`config.mk`:
```
export PLATFORM = sky130hd
export DESIGN_NAME = in_demux_bp
export DESIGN_NICKNAME = d
export VERILOG_FILES = /design/src/rtl/in_demux_bp.sv
export SDC_FILE = /design/constraint.sdc
export NUM_CORES = 1
export LEC_CHECK = 0
export ABC_AREA = 1
export CAP_MARGIN = 40
export CELL_PAD_IN_SITES_DETAIL_PLACEMENT = 0
export CELL_PAD_IN_SITES_GLOBAL_PLACEMENT = 1
export CORE_AREA = 3 3 117 164
export DETAILED_ROUTE_END_ITERATION = 16
export DIE_AREA = 0 0 120 167
export PLACE_DENSITY_LB_ADDON = 0.25
export SKIP_LAST_GASP = 1
export SLEW_MARGIN = 30
export SYNTH_ARGS = -nofsm -noshare
export SYNTH_HDL_FRONTEND = slang
export SYNTH_SLANG_ARGS = --single-unit
export TNS_END_PERCENT = 100
```
`constraint.sdc`:
```
create_clock -name clk -period 1.5 [get_ports clk]
set_input_delay 0.225 -clock clk [delete_from_list [all_inputs] [get_ports clk]]
set_output_delay 0.225 -clock clk [all_outputs]
set_load 0.03 [all_outputs]
```
`src/rtl/in_demux_bp.sv`:
```
// in_demux_bp: flow-controlled switch input demultiplexer.
// Packs each accepted operation and routes it into a one-deep registered slot
// per switch channel. A slot holds its operation until the downstream FIFO
// takes it, and upstream is told via a combinational ready. Operations with
// an out-of-range select are dropped, flagged for one cycle and counted.
module in_demux_bp #(
  parameter int NUM_SW_INST = 5,
  parameter int SEL_WIDTH   = 3,
  parameter int ADDR_WIDTH  = 5,
  parameter int W_WIDTH     = 8,
  parameter int ID_WIDTH    = 8,
  parameter int OP_WIDTH    = 32
) (
  input  logic                   clk,
  input  logic                   rst_n,
  input  logic                   valid,
  output logic                   ready,
  input  logic [SEL_WIDTH-1:0]   sw_sel,
  input  logic [ADDR_WIDTH-1:0]  addr,
  input  logic                   wr_rd_op,
  input  logic [W_WIDTH-1:0]     wr_data,
  input  logic [ID_WIDTH-1:0]    op_id,
  input  logic [NUM_SW_INST-1:0] fifo_full,
  output logic [OP_WIDTH-1:0]    op_out [NUM_SW_INST],
  output logic [NUM_SW_INST-1:0] wr_fifo,
  output logic                   sel_err,
  output logic [7:0]             drop_cnt
);

  localparam int PK_W = ADDR_WIDTH + 1 + W_WIDTH + ID_WIDTH;

  logic [OP_WIDTH-1:0]    packed_op;
  logic [NUM_SW_INST-1:0] sel_hit;    // one-hot decode of sw_sel (all zero if illegal)
  logic [NUM_SW_INST-1:0] slot_free;  // slot empty or draining this edge
  logic [NUM_SW_INST-1:0] drain;      // slot content transfers to its FIFO this edge
  logic [NUM_SW_INST-1:0] load;       // slot receives the accepted operation this edge
  logic                   legal;
  logic                   accept;
  logic                   drop;

  // Pack the operation fields with op_id in the LSBs, zero-filling the top.
  always_comb begin
    packed_op = '0;
    packed_op[PK_W-1:0] = {addr, wr_rd_op, wr_data, op_id};
  end

  // Channel decode, per-slot drain/free status and upstream handshake.
  always_comb begin
    sel_hit   = '0;
    slot_free = '0;
    drain     = '0;
    for (int unsigned i = 0; i < NUM_SW_INST; i++) begin
      sel_hit[i]   = (sw_sel == SEL_WIDTH'(i));
      drain[i]     = wr_fifo[i] & ~fifo_full[i];
      slot_free[i] = ~wr_fifo[i] | ~fifo_full[i];
    end
    legal  = |sel_hit;
    // Illegal selects are always accepted so they can be dropped immediately.
    ready  = legal ? |(sel_hit & slot_free) : 1'b1;
    accept = valid & ready;
    load   = accept ? sel_hit : '0;
    drop   = accept & ~legal;
  end

  for (genvar g = 0; g < NUM_SW_INST; g++) begin : g_slot
    // Slot g: a load overrides a simultaneous drain, so a draining slot can
    // be refilled on the same edge without losing or duplicating anything.
    always_ff @(posedge clk or negedge rst_n) begin
      if (!rst_n) begin
        op_out[g]  <= '0;
        wr_fifo[g] <= 1'b0;
      end else if (load[g]) begin
        op_out[g]  <= packed_op;
        wr_fifo[g] <= 1'b1;
      end else if (drain[g]) begin
        op_out[g]  <= '0;
        wr_fifo[g] <= 1'b0;
      end
    end
  end

  // Drop flag pulse and saturating drop counter.
  always_ff @(posedge clk or negedge rst_n) begin
    if (!rst_n) begin
      sel_err  <= 1'b0;
      drop_cnt <= '0;
    end else begin
      sel_err <= drop;
      if (drop && (drop_cnt != 8'hFF)) begin
        drop_cnt <= drop_cnt + 8'd1;
      end
    end
  end

endmodule
```
==> out/summary.md, run 1 <==
For the initial detailed-routing violation count, the log shows 444. TritonCTS built the clock tree. After synthesis, the netlist uses 18 different library cells. For the total CTS buffers, the log shows 17. Relative to the synthesized area, the layout overhead comes to 64.35%.

Sorting the synthesized cells by how often they occur yields nand2_1 (135), nand3_1 (125), dfrtp_1 (124). The final reports fail on setup timing. Counting flops with a built-in enable in the synthesized netlist gives 0. Max-cap violations in this run came to 0. For this run, the top clock speed supported by timing is 581.2 MHz. The most used flip-flop cell after synthesis is dfrtp_1. The final wirelength was 22820 um; the number of antenna diodes was 0.

The overall die area is 20040 um^2, and the clock transition at the register clock pins on the worst setup and hold paths after CTS is 0.05 ns. The dominant cell type by area after synthesis is dfrtp_1. The run gives 65 as the largest net degree at the start of global routing. The initial antenna violation count came out at 1. The part of the cycle the worst path needs works out to 114.7%. The count of final max-slew check failures was 0.

The first-pass detailed-route iteration total came out at 5. The floorplan step defined a core boundary enclosing 17920 um^2. The area of the mapped netlist was 5827 um^2; the share of cells above drive strength 1 was 29.28%. Between clock sinks in the finished design, the worst skew comes to 0.007898 ns. After detailed routing, the number of remaining DRC violations is 0. Of the total power, combinational logic draws 32.9%.

The switching share of total power is 37.07%, and the share of synthesized flip-flops with an asynchronous set or reset is 100.0%. For the multi-input combinational cell area, the log shows 2839 um^2. The number of cells produced by synthesis is 649.

Global routing consumed, over all layers together, 22.22% of the routing resources. 208 I/O pins were placed. For the maximum buffer depth of the clock tree, the log shows 2. In this run the tool buffered the top-level ports with 157 buffer cells. Summed over all nets, the switching power comes to 0.004629 W. For the final worst slack, the log shows -0.2205 ns. Once detailed placement completed, the half-perimeter wirelength came to 14200 um. STA puts the critical path data arrival time at 2.01 ns.

The most used standard cell by instance count after synthesis was nand2_1. In this run the static leakage power is 5.076 nW. The flow ran to the end, but the final reports show violations.

The clock net in this run drives a total of 124 sinks. In the post-synthesis netlist, the biggest area contributors are dfrtp_1 (53%), nand4_1 (12%), nand3_1 (11%), buf_4 (8.8%), nand2_1 (8.7%). After global routing the overflow that remains totals 0. A synthesized cell averages 8.978 um^2. Setup violations remaining at the end of the flow were counted as 116. Power spread over the standard cell area amounts to 1304 nW/um^2. The congestion estimate from routability-driven global placement came to 0.8706. At the pin with the least slew margin, the transition time is 0.5204 ns. Using the TritonRoute via totals, the vias-per-cell ratio works out to 5.163. The tools report the final-layout fill cell count as 1654. Across all layers, the routed design uses 5736 vias.

The design draws 0.01249 W. For the worst setup path, the data required time is 1.79 ns. The worst-path maximum fanout was 6.

For the clock latency reported for the late side of the worst-skew pair, the log shows 0.40 ns. The clock network is responsible for 31.1% of the overall power. Mean routed wirelength per cell: 20.54 um. Measured against its own limit, the worst slew margin works out to 65.20%.

The area occupied by registers was 3105 um^2; the maximum level of the CTS H-tree was 4. For this run, the register share of the synthesized area comes to 53.25%. The root buffer cell chosen for the clock tree is clkbuf_16. The tools report the sort of element at the end of the critical path as a register.

Final hold violation count: 0. The tools report the starting density of the core as 32.51%. The synthesized flop and latch total was 124.

The horizontal die dimension is 120 um, and the portion of total power attributed to sequential cells is 36.0%. The height of the die was 167 um. Setup repair after global routing could not meet its margin everywhere.

VDD sags by at most 0.6954 mV. The classification of the worst-slack hold path was in -> reg. At the end of the flow, the number of nets in the layout was 893. The worst path needs 1.720 ns of the cycle, external delays included. After floorplanning, the core was divided into 58 placement rows. Startpoint-to-endpoint class of the critical path: reg -> reg. The number of synthesis warnings is 0. The internal power of the cells totals 0.007858 W. Of the post-synthesis cell area, the dominant cell type holds 53.25%. For this run, the share of the core covered by cells in the final layout is 53.43%. The logs give 5786 for the via count of the first global-routing pass and 34130 um for the first-pass GRT wire length.

The kind of launch point of the worst setup path is a register. Once detail routing completed, the nets flagged for antenna violations numbered 0.
==> flip-flops by register name, summed over array words and instances, names as in the netlist <==
signal and flops:
op_out 110, wr_fifo 5, sel_err 1, drop_cnt 8
==> path summary, 6_finish.rpt <==
path | from | end | slack [ns] | depth (start not counted)
worst min register to register | op_out[40] | op_out[40] | 0.50 | 2
min in group asynchronous | rst_n | op_out[7] | 0.29 | 2
worst max register to register | wr_fifo[1] | op_out[75] | -0.22 | 12
worst min-delay path | valid | op_out[117] | 0.24 | 3
worst max-delay path | wr_fifo[1] | op_out[75] | -0.22 | 12
max in group asynchronous | rst_n | op_out[76] | 0.64 | 3
==> layout make-up <==
class / instances / area share (%)
Clock buffer: 25 / 5.174
Multi-Input combinational cell: 447 / 29.64
Clock inverter: 6 / 0.6533
Inverter: 22 / 0.8623
Sequential cell: 124 / 32.43
Tap cell: 240 / 3.136
Timing Repair Buffer: 247 / 28.10
==> cells in the final DEF, fill, tap and decap left out, types with 2 or more instances in the layout <==
cell and instances:
dfrtp_1 122, nand2_1 120, dlygate4sd2_1 119, nand4_1 112
nand3_2 92, conb_1 50, buf_4 40, clkdlybuf4s50_1 27
nand3_1 24, buf_12 22, inv_1 20, clkbuf_16 20
nand2_2 12, buf_16 11, buf_6 11, nand3_4 9
nor2_1 5, buf_8 5, nand2_4 4, xor2_1 4
clkbuf_1 4, clkbuf_8 4, clkbuf_2 4, nor2_4 3
xnor2_1 3, clkinvlp_4 3, inv_2 2, nor2_2 2
o21ai_0 2, clkinv_2 2, dfrtp_2 2, buf_2 2
==> worst max-delay path, stage by stage (launching register included) <==
cell       delay [ns]
dfrtp_1          0.39
nand2_2          0.11
nand3_2          0.09
nand2_2          0.11
nor2_4           0.05
nand2_4          0.08
buf_8            0.12
buf_6            0.10
buf_6            0.09
nand3_4          0.14
clkbuf_16        0.22
nand3_2          0.05
nand2_1          0.05
==> power by group through the flow <==
stage               clock network, W  registers [W]  logic, W
floorplan                          0        0.00563   0.00108
global placement                   0        0.00447   0.00403
detailed placement                 0        0.00448   0.00408
CTS                          0.00395        0.00442   0.00401
global route                 0.00411        0.00457   0.00436
finish                       0.00389        0.00450   0.00410
==> per-stage QoR <==
stage          hold slack, ns  setup TNS, ns  area, um^2  worst slack (ns)  cells
3_3_place_gp           0.1742         -44.00        7735           -0.4290   1037
2_1_floorplan        -0.07059              0        6013          0.004208    698
3_5_place_dp           0.1732         -50.68        7735           -0.4947   1037
4_1_cts                0.2274         -14.59        9136           -0.2521   1108
5_1_grt                0.2379         -25.55        9577           -0.3005   1111
6_report               0.2420         -16.58        9577           -0.2205   1111
==> timing repair <==
action	4_1_cts	5_1_grt
gates resized for setup	222	118
setup endpoints to repair	224	128
buffers inserted	21	8
cloned	19	3
endpoints found under the hold margin	19	0
pin swaps	31	40
hold buffers	1	0
==> metal layers <==
layer | routed length, um | global-route usage, %
met5 | 14 | 0
met4 | 770 | 9.472
met3 | 1489 | 4.891
met2 | 11820 | 39.06
met1 | 8723 | 25.86
==> cell families (layout without fill, tap and decap cells) <==
family                     count (synthesis)  after routing  synth area share, %
AOI/OAI and AO/OA                          4              4               0.3650
xor gates and xnor gates                   7              7                1.052
adders and majority gates                  1              1               0.2147
buffers and inverters                    127            300                12.67
DFF                                      124            124                53.25
other                                      1             50              0.06436
and+or+nand+nor                          385            385                32.38
No activity file was read; power rests on OpenSTA's default activity.
==> run 2: changes to the inputs <==
--- a/config.mk
+++ b/config.mk
@@ -6,7 +6,7 @@
 export NUM_CORES = 1
 export LEC_CHECK = 0
 export ABC_AREA = 1
-export CAP_MARGIN = 40
+export CAP_MARGIN = 5
 export CELL_PAD_IN_SITES_DETAIL_PLACEMENT = 0
 export CELL_PAD_IN_SITES_GLOBAL_PLACEMENT = 1
 export CORE_AREA = 3 3 117 164
==> results of run 2 <==
The final DEF is identical to that of run 1; final timing and power are the same.
==> run 3: changes to the inputs <==
--- a/config.mk
+++ b/config.mk
@@ -10,8 +10,10 @@
 export CELL_PAD_IN_SITES_DETAIL_PLACEMENT = 0
 export CELL_PAD_IN_SITES_GLOBAL_PLACEMENT = 1
 export CORE_AREA = 3 3 117 164
+export CTS_CLUSTER_SIZE = 8
 export DETAILED_ROUTE_END_ITERATION = 16
 export DIE_AREA = 0 0 120 167
+export HOLD_SLACK_MARGIN = 0.06
 export PLACE_DENSITY_LB_ADDON = 0.25
 export SKIP_LAST_GASP = 1
 export SLEW_MARGIN = 30
==> results of run 3 <==
The final DEF is identical to that of run 1; final timing and power are the same.
